### config.mk
export PLATFORM = sky130hd
export DESIGN_NAME = fifo_wr_arb
export DESIGN_NICKNAME = d
export VERILOG_FILES = /design/src/rtl/fifo_wr_arb.sv
export SDC_FILE = /design/constraint.sdc
export NUM_CORES = 1
export LEC_CHECK = 0
export ABC_AREA = 1
export BUFFER_PORTS_ARGS = -buffer_cell sky130_fd_sc_hd__buf_2
export CORE_MARGIN = 2
export CORE_UTILIZATION = 50
export DETAILED_ROUTE_END_ITERATION = 8
export PLACE_DENSITY_LB_ADDON = 0.3
export SLEW_MARGIN = 20
export SYNTH_ARGS = -nofsm -noshare
export SYNTH_HDL_FRONTEND = slang
export SYNTH_SLANG_ARGS = --single-unit
### constraint.sdc
create_clock -name clk_i -period 1.95 [get_ports clk_i]
set_clock_uncertainty 0.05 [all_clocks]
set_input_delay 0.195 -clock clk_i [delete_from_list [all_inputs] [get_ports clk_i]]
set_output_delay 0.195 -clock clk_i [all_outputs]
set_load 0.02 [all_outputs]
### src/rtl/fifo_wr_arb.sv
// Round-robin arbiter sharing one FIFO write port between NREQ requesters.
// A grant lasts for up to MAX_BURST beats, and a full FIFO stalls the burst.
module fifo_wr_arb #(
    parameter int unsigned NREQ      = 4,
    parameter int unsigned WIDTH     = 4,
    parameter int unsigned MAX_BURST = 4,
    parameter int unsigned IW        = $clog2(NREQ),
    parameter int unsigned BW        = 2
) (
    input  logic                  clk_i,
    input  logic                  rst_n_i,
    input  logic [NREQ-1:0]       req_valid_i,
    input  logic [NREQ*WIDTH-1:0] req_dat_i,
    output logic [NREQ-1:0]       req_ready_o,
    output logic [NREQ-1:0]       gnt_o,
    input  logic                  fifo_full_i,
    output logic                  fifo_wen_o,
    output logic [WIDTH-1:0]      fifo_dat_o,
    output logic                  busy_o
);

    typedef enum logic {
        S_IDLE  = 1'b0,
        S_BURST = 1'b1
    } state_e;

    state_e          state_q, state_d;
    logic [NREQ-1:0] gnt_q, gnt_d;
    logic [IW-1:0]   owner_q, owner_d;
    logic [IW-1:0]   last_q, last_d;
    logic [BW-1:0]   bcnt_q, bcnt_d;
    logic            busy_q, busy_d;

    logic            any_valid;
    logic            owner_valid;
    logic            beat;
    logic            burst_end;
    logic [IW-1:0]   pick_base;
    logic [IW-1:0]   pick_idx;
    logic            pick_found;
    logic [NREQ-1:0] pick_onehot;
    logic [WIDTH-1:0] sel_dat;

    assign any_valid   = |req_valid_i;
    assign owner_valid = req_valid_i[owner_q];
    assign beat        = (state_q == S_BURST) && owner_valid && !fifo_full_i;
    assign burst_end   = (beat && (bcnt_q == BW'(MAX_BURST - 1))) || !owner_valid;

    // A release searches from the current owner, so it loses to any other valid requester.
    assign pick_base = (state_q == S_BURST) ? owner_q : last_q;

    // Round-robin search starting just after pick_base, wrapping at NREQ.
    always_comb begin
        int unsigned cand;
        cand       = 0;
        pick_idx   = '0;
        pick_found = 1'b0;
        for (int unsigned i = 1; i <= NREQ; i++) begin
            cand = (32'(pick_base) + i) % NREQ;
            if (!pick_found && req_valid_i[IW'(cand)]) begin
                pick_found = 1'b1;
                pick_idx   = IW'(cand);
            end
        end
    end

    assign pick_onehot = NREQ'(1) << pick_idx;

    // Owner's data slice.
    always_comb begin
        sel_dat = '0;
        for (int unsigned k = 0; k < NREQ; k++) begin
            if (owner_q == IW'(k)) begin
                sel_dat = req_dat_i[k*WIDTH +: WIDTH];
            end
        end
    end

    assign fifo_dat_o  = (|gnt_q) ? sel_dat : '0;
    assign fifo_wen_o  = beat;
    assign req_ready_o = beat ? gnt_q : '0;
    assign gnt_o       = gnt_q;
    assign busy_o      = busy_q;

    // Next-state logic: grant, burst count and round-robin history.
    always_comb begin
        state_d = state_q;
        gnt_d   = gnt_q;
        owner_d = owner_q;
        last_d  = last_q;
        bcnt_d  = bcnt_q;

        case (state_q)
            S_IDLE: begin
                gnt_d = '0;
                if (any_valid) begin
                    owner_d = pick_idx;
                    gnt_d   = pick_onehot;
                    bcnt_d  = '0;
                    state_d = S_BURST;
                end
            end
            S_BURST: begin
                if (beat) begin
                    bcnt_d = bcnt_q + BW'(1);
                end
                if (burst_end) begin
                    last_d = owner_q;
                    bcnt_d = '0;
                    if (any_valid) begin
                        owner_d = pick_idx;
                        gnt_d   = pick_onehot;
                    end else begin
                        gnt_d   = '0;
                        state_d = S_IDLE;
                    end
                end
            end
            default: begin
                state_d = S_IDLE;
                gnt_d   = '0;
            end
        endcase

        busy_d = (state_d == S_BURST);
    end

    always_ff @(posedge clk_i or negedge rst_n_i) begin
        if (!rst_n_i) begin
            state_q <= S_IDLE;
            gnt_q   <= '0;
            owner_q <= '0;
            last_q  <= IW'(NREQ - 1);
            bcnt_q  <= '0;
            busy_q  <= 1'b0;
        end else begin
            state_q <= state_d;
            gnt_q   <= gnt_d;
            owner_q <= owner_d;
            last_q  <= last_d;
            bcnt_q  <= bcnt_d;
            busy_q  <= busy_d;
        end
    end

endmodule
# Word-level counts from Yosys, hierarchy flattened
# Cells that the tools add are included.
# word_totals
reg_bits,11
input_bits,23
output_inout_bits,14
# classes
add_sub_neg,5
magnitude_cmp,5
eq_ne,7
shift,1
muxes,37
n_bitwise,1
reduce_logical,17
# ops
op,n
4-bit 2-to-1 mux,8
2-bit 2-to-1 mux,10
2-bit by 3-bit less-than comparator with 1-bit output (second input constant),5
1-bit binary-select mux with 2-bit select,5
1-bit 2-to-1 mux,10
2-bit case mux with 2 select lines,2
4-bit case mux with 2 select lines,1
4-bit OR reduction,2
2-bit by 1-bit adder with 2-bit output (second input constant),3
2-bit == test (second input constant),3
1-bit logical AND,6
1-bit logical NOT,5
2-bit adder (second input constant),2
2-bit AND reduction,2
1-bit by 2-bit left shift with 4-bit output (first input constant),1
3-bit by 1-bit inequality test with 1-bit output (second input constant),1
2-bit by 1-bit == test with 1-bit output (second input constant),1
2-bit logical NOT,1
2-bit by 1-bit inequality test with 1-bit output (second input constant),1
2-bit inequality test (second input constant),1
1-bit case mux with 2 select lines,1
1-bit logical OR,1
1-bit inverter,1

# Depth between registers and ports, before layout
# logic_depth
word_depth,18
mapped_depth,14

# Least setup slack after synthesis
# OpenSTA, ideal clock, no wires.
# synth_timing
kind,register -> output
startpoint,register owner_q[0]
endpoint,output port req_ready_o[0]
arrival_ns,1.570
t_required_ns,1.705
setup_slack_ns,0.135
path_stages_with_launch,7
cell_sequence,dfrtp_1 > nand2_1 > o2111ai_2 > nand2_1 > nor2_2 > inv_1 > nor2_1
# synth_via
elab_chain_cells,5
# synth_lines
element,line,text
start: declaration,29,"logic [IW-1:0] owner_q, owner_d;"
start signal: assignment,139,owner_q <= owner_d;
1-bit binary-select mux with 2-bit select,45,assign owner_valid = req_valid_i[owner_q];
1-bit 2-to-1 mux (not written as such),45,
1-bit logical AND (2 in a row),46,assign beat = (state_q == S_BURST) && owner_valid && !fifo_full_i;
named net fifo_wen_o,17,"output logic fifo_wen_o,"
4-bit 2-to-1 mux,81,assign req_ready_o = beat ? gnt_q : '0;
end: declaration,14,"output logic [NREQ-1:0] req_ready_o,"
# The timed path passes the listed nets, and every way through them passes these cells. The select of a mux whose other input is x is not followed.

# Worst setup path in the final report
# layout_timing
startpoint,register owner_q[0]
endpoint,output port req_ready_o[0]
# layout_via
elab_chain_cells,5
# layout_lines
element,line
1-bit binary-select mux with 2-bit select,45
1-bit 2-to-1 mux (not written as such),45
1-bit logical AND (2 in a row),46
4-bit 2-to-1 mux,81
# No other way between the ends. The select of a mux whose other input is x is not followed.

==> impl_metrics.yaml <==
status:
  status: "complete, no violations"
placement:
  gp_congestion: 0.882
  place_area_mm2: 0.00132
  port-buffer-count: 36
  post-dp-hpwl_um: 2270
  place_inst: 243
setup_path:
  reg2reg_from: "owner_q[0]$_DFFE_PN0P_"
  crit_start: "owner_q[0]$_DFFE_PN0P_"
  worstSetupPathType: "register to output port"
  crit_chain: "inv_4 > nor2_2 > nand2_2 > o2111ai_4 > nand2_2 > nor2_4 > inv_2 > nor2_1 > buf_4"
  slowest_delay_ps: 470
  crit_arrival_ps: 1680
  crit_fanout: 4
  crit_path_end_kind: "output port"
  crit_top_cell: "nand2_2"
  cp-start-kind: "register"
  crit_required_ps: 1700
  slowest_stage: "dfrtp_2"
timing:
  setup_viol: 0
  tightest_slew_ps: 255
  finalCritPeriodShare_pct: 99.0
  drv_slew: 0
  period_needed_ps: 1930
  relSlewSlack_pct: 83.0
  max_freq_mhz: 518
  hold_viol: 0
die:
  die_w_um: 51.1
  die_area_mm2: 0.00261
  rows: 17
  core_mm2: 0.00215
  ios: 37
  die_y_um: 51.1
  initial_core_util_pct: 51.6
drt:
  post-route-drc-count: 0
  via_per_inst: 5.53
  first_pass_iters: 6
  drt_iter0_markers: 71
  ant_nets: 0
  detail_route.wl_per_cell_um: 13.7
  vias: 1421
  route.final.wire_length_um: 3530
layout:
  layout.cell_area.non_filler_mm2: 0.00154
  antenna-diode-count: 0
  syn_to_final_growth_pct: 39.1
  drive_above_1_share_pct: 40.2
  fillers: 190
  fin_cells: 257
  nNetsFinal: 254
clocking:
  cts_made_buffers: 3
  clk_latency_ps: 260
  clock-sinks: 11
  clk_pin_slew_ps: 70
  cts-htree-levels: 1
  tritoncts: "built"
  cts-root-buf: "clkbuf_4"
  clock_path_buffers: 2
synthesis:
  yosys.area.top_type: "nand2_1"
  synth.distinct_cells: 23
  ys_warn_count: 0
  synth_top_area_share_pct: 21.3
  syn_area_mm2: 0.00111
  syn_inst: 179
  yosysSeqAreaShare_pct: 25.1
  syn_area_per_cell_um2: 6.19
  ys_seq_elements: 11
  yosys-top-cells-area: "nand2_1 21%, dfrtp_1 20%, nand3_1 9.9%, inv_1 7.8%, nand2_2 7.3%"
  syn_nets: 203
global_route:
  track_usage_pct: 24.9
  grt_pass1_vias: 1275
  antenna_found_initial: 0
  grt_max_degree: 12
  overflow: 0
  grt_pass1_wl_um: 5070
run:
  drv_cap: 0
pwr:
  powerDensity_mw_per_mm2: 1730
  power.leakage_nw: 0.846
  peakVddDrop_uv: 990
hold_path:
  hp-class: "input port to async pin"
==> cell usage in the layout (no fill, tap or decap), types with 4 or more instances in the layout <==
cell type	instances
nand3_1	21
o21ai_0	7
o22ai_1	4
nor2_4	4
buf_4	12
nand2_2	17
nand2_1	57
dfrtp_1	6
nand2_4	4
nor2_1	7
buf_2	32
inv_1	22
==> per-layer routing <==
| metal | routed length, µm | global-route usage [%] | vias up |
|---|---|---|---|
| li1 | - | - | 683 |
| met3 | 236 | 3.22 | 12 |
| met5 | 0 | 0 | - |
| met2 | 1850 | 47.2 | 77 |
| met1 | 1390 | 28.0 | 649 |
| met4 | 56 | 9.01 | 0 |
==> through the flow <==
stage               setup WS, ps  hold slack [ps]  total power, mW  TNS (ps)  util [%]
global route               -96.4              273             2.90      -368      71.8
CTS                        0.817              233             2.37         0      64.6
floorplan                    135             -151             1.74         0         -
global placement             194             24.7             2.08         0      61.4
finish                      20.4              278             2.66         0      71.8
detailed placement          81.1             30.4             2.13         0      61.4
==> flip-flops by register name (all words and copies together) (netlist names) <==
register and cells:
busy_o 1, bcnt_q 2, gnt_o 4, owner_q 2
last_q 2
==> final timing paths <==
path | endpoint | slack, ps | cells past startpoint
hold / removal | bcnt_q[0]$_DFFE_PN0P_ | 280 | 2
max in group asynchronous | last_q[1]$_DFFE_PN1P_ | 1310 | 2
hold reg to reg | last_q[1]$_DFFE_PN1P_ | 430 | 2
setup / recovery | req_ready_o[0] | 20 | 9
min in group clk_i | bcnt_q[1]$_DFFE_PN0P_ | 280 | 4
setup reg to reg | gnt_o[0]$_DFFE_PN0P_ | 80 | 12
==> critical path, delay by kind of cell (launching register included) <==
family	cells	cell delay (ps)
AND/OR/NAND/NOR	5	570
flip-flops	1	470
AO/OA/AOI/OAI	1	90
buffers and inverters	3	290
==> what timing repair did <==
action                     in CTS  in global routing
pin swaps                       1                  4
hold buffers                    1                  0
hold endpoints to repair       11                  0
setup buffers                   3                  6
setup endpoints to repair       5                  9
gates resized for setup         5                 23
==> cell families after synthesis <==
family                   synth area share, %
flip-flops                              25.1
AND/OR/NAND/NOR                         54.2
buffers and inverters                   9.82
AO/OA/AOI/OAI                           9.82
adder cells (fa/ha/maj)                 1.13
==> area by class of cell <==
| class | instances | area (µm²) | share of cell area, % |
|---|---|---|---|
| timing repair buffer | 47 | 292 | 18.9 |
| clock buffer | 4 | 26.3 | 1.70 |
| inverter | 26 | 103 | 6.66 |
| multi-input combinational | 141 | 805 | 52.2 |
| tap | 28 | 35.0 | 2.27 |
| sequential | 11 | 282 | 18.3 |
==> synth_stat cells (all sizes together) <==
master and n:
o211ai 2, o2111ai 1, dfrtp 9, nand2 81, buf 1, nor2 12, nand3 24, o21ai 9
dfstp 2, inv 26, o22ai 4, a21oi 1, nor3 3, ha 1, nand4 3
==> power breakdown <==
group | internal, mW | switching [mW] | total, mW | leakage [nW]
clock | 0.0790 | 0.0730 | 0.152 | 0.0150
sequential | 0.340 | 0.108 | 0.448 | 0.131
combinational | 0.737 | 1.33 | 2.06 | 0.700
No activity file was read; power rests on OpenSTA's default activity.
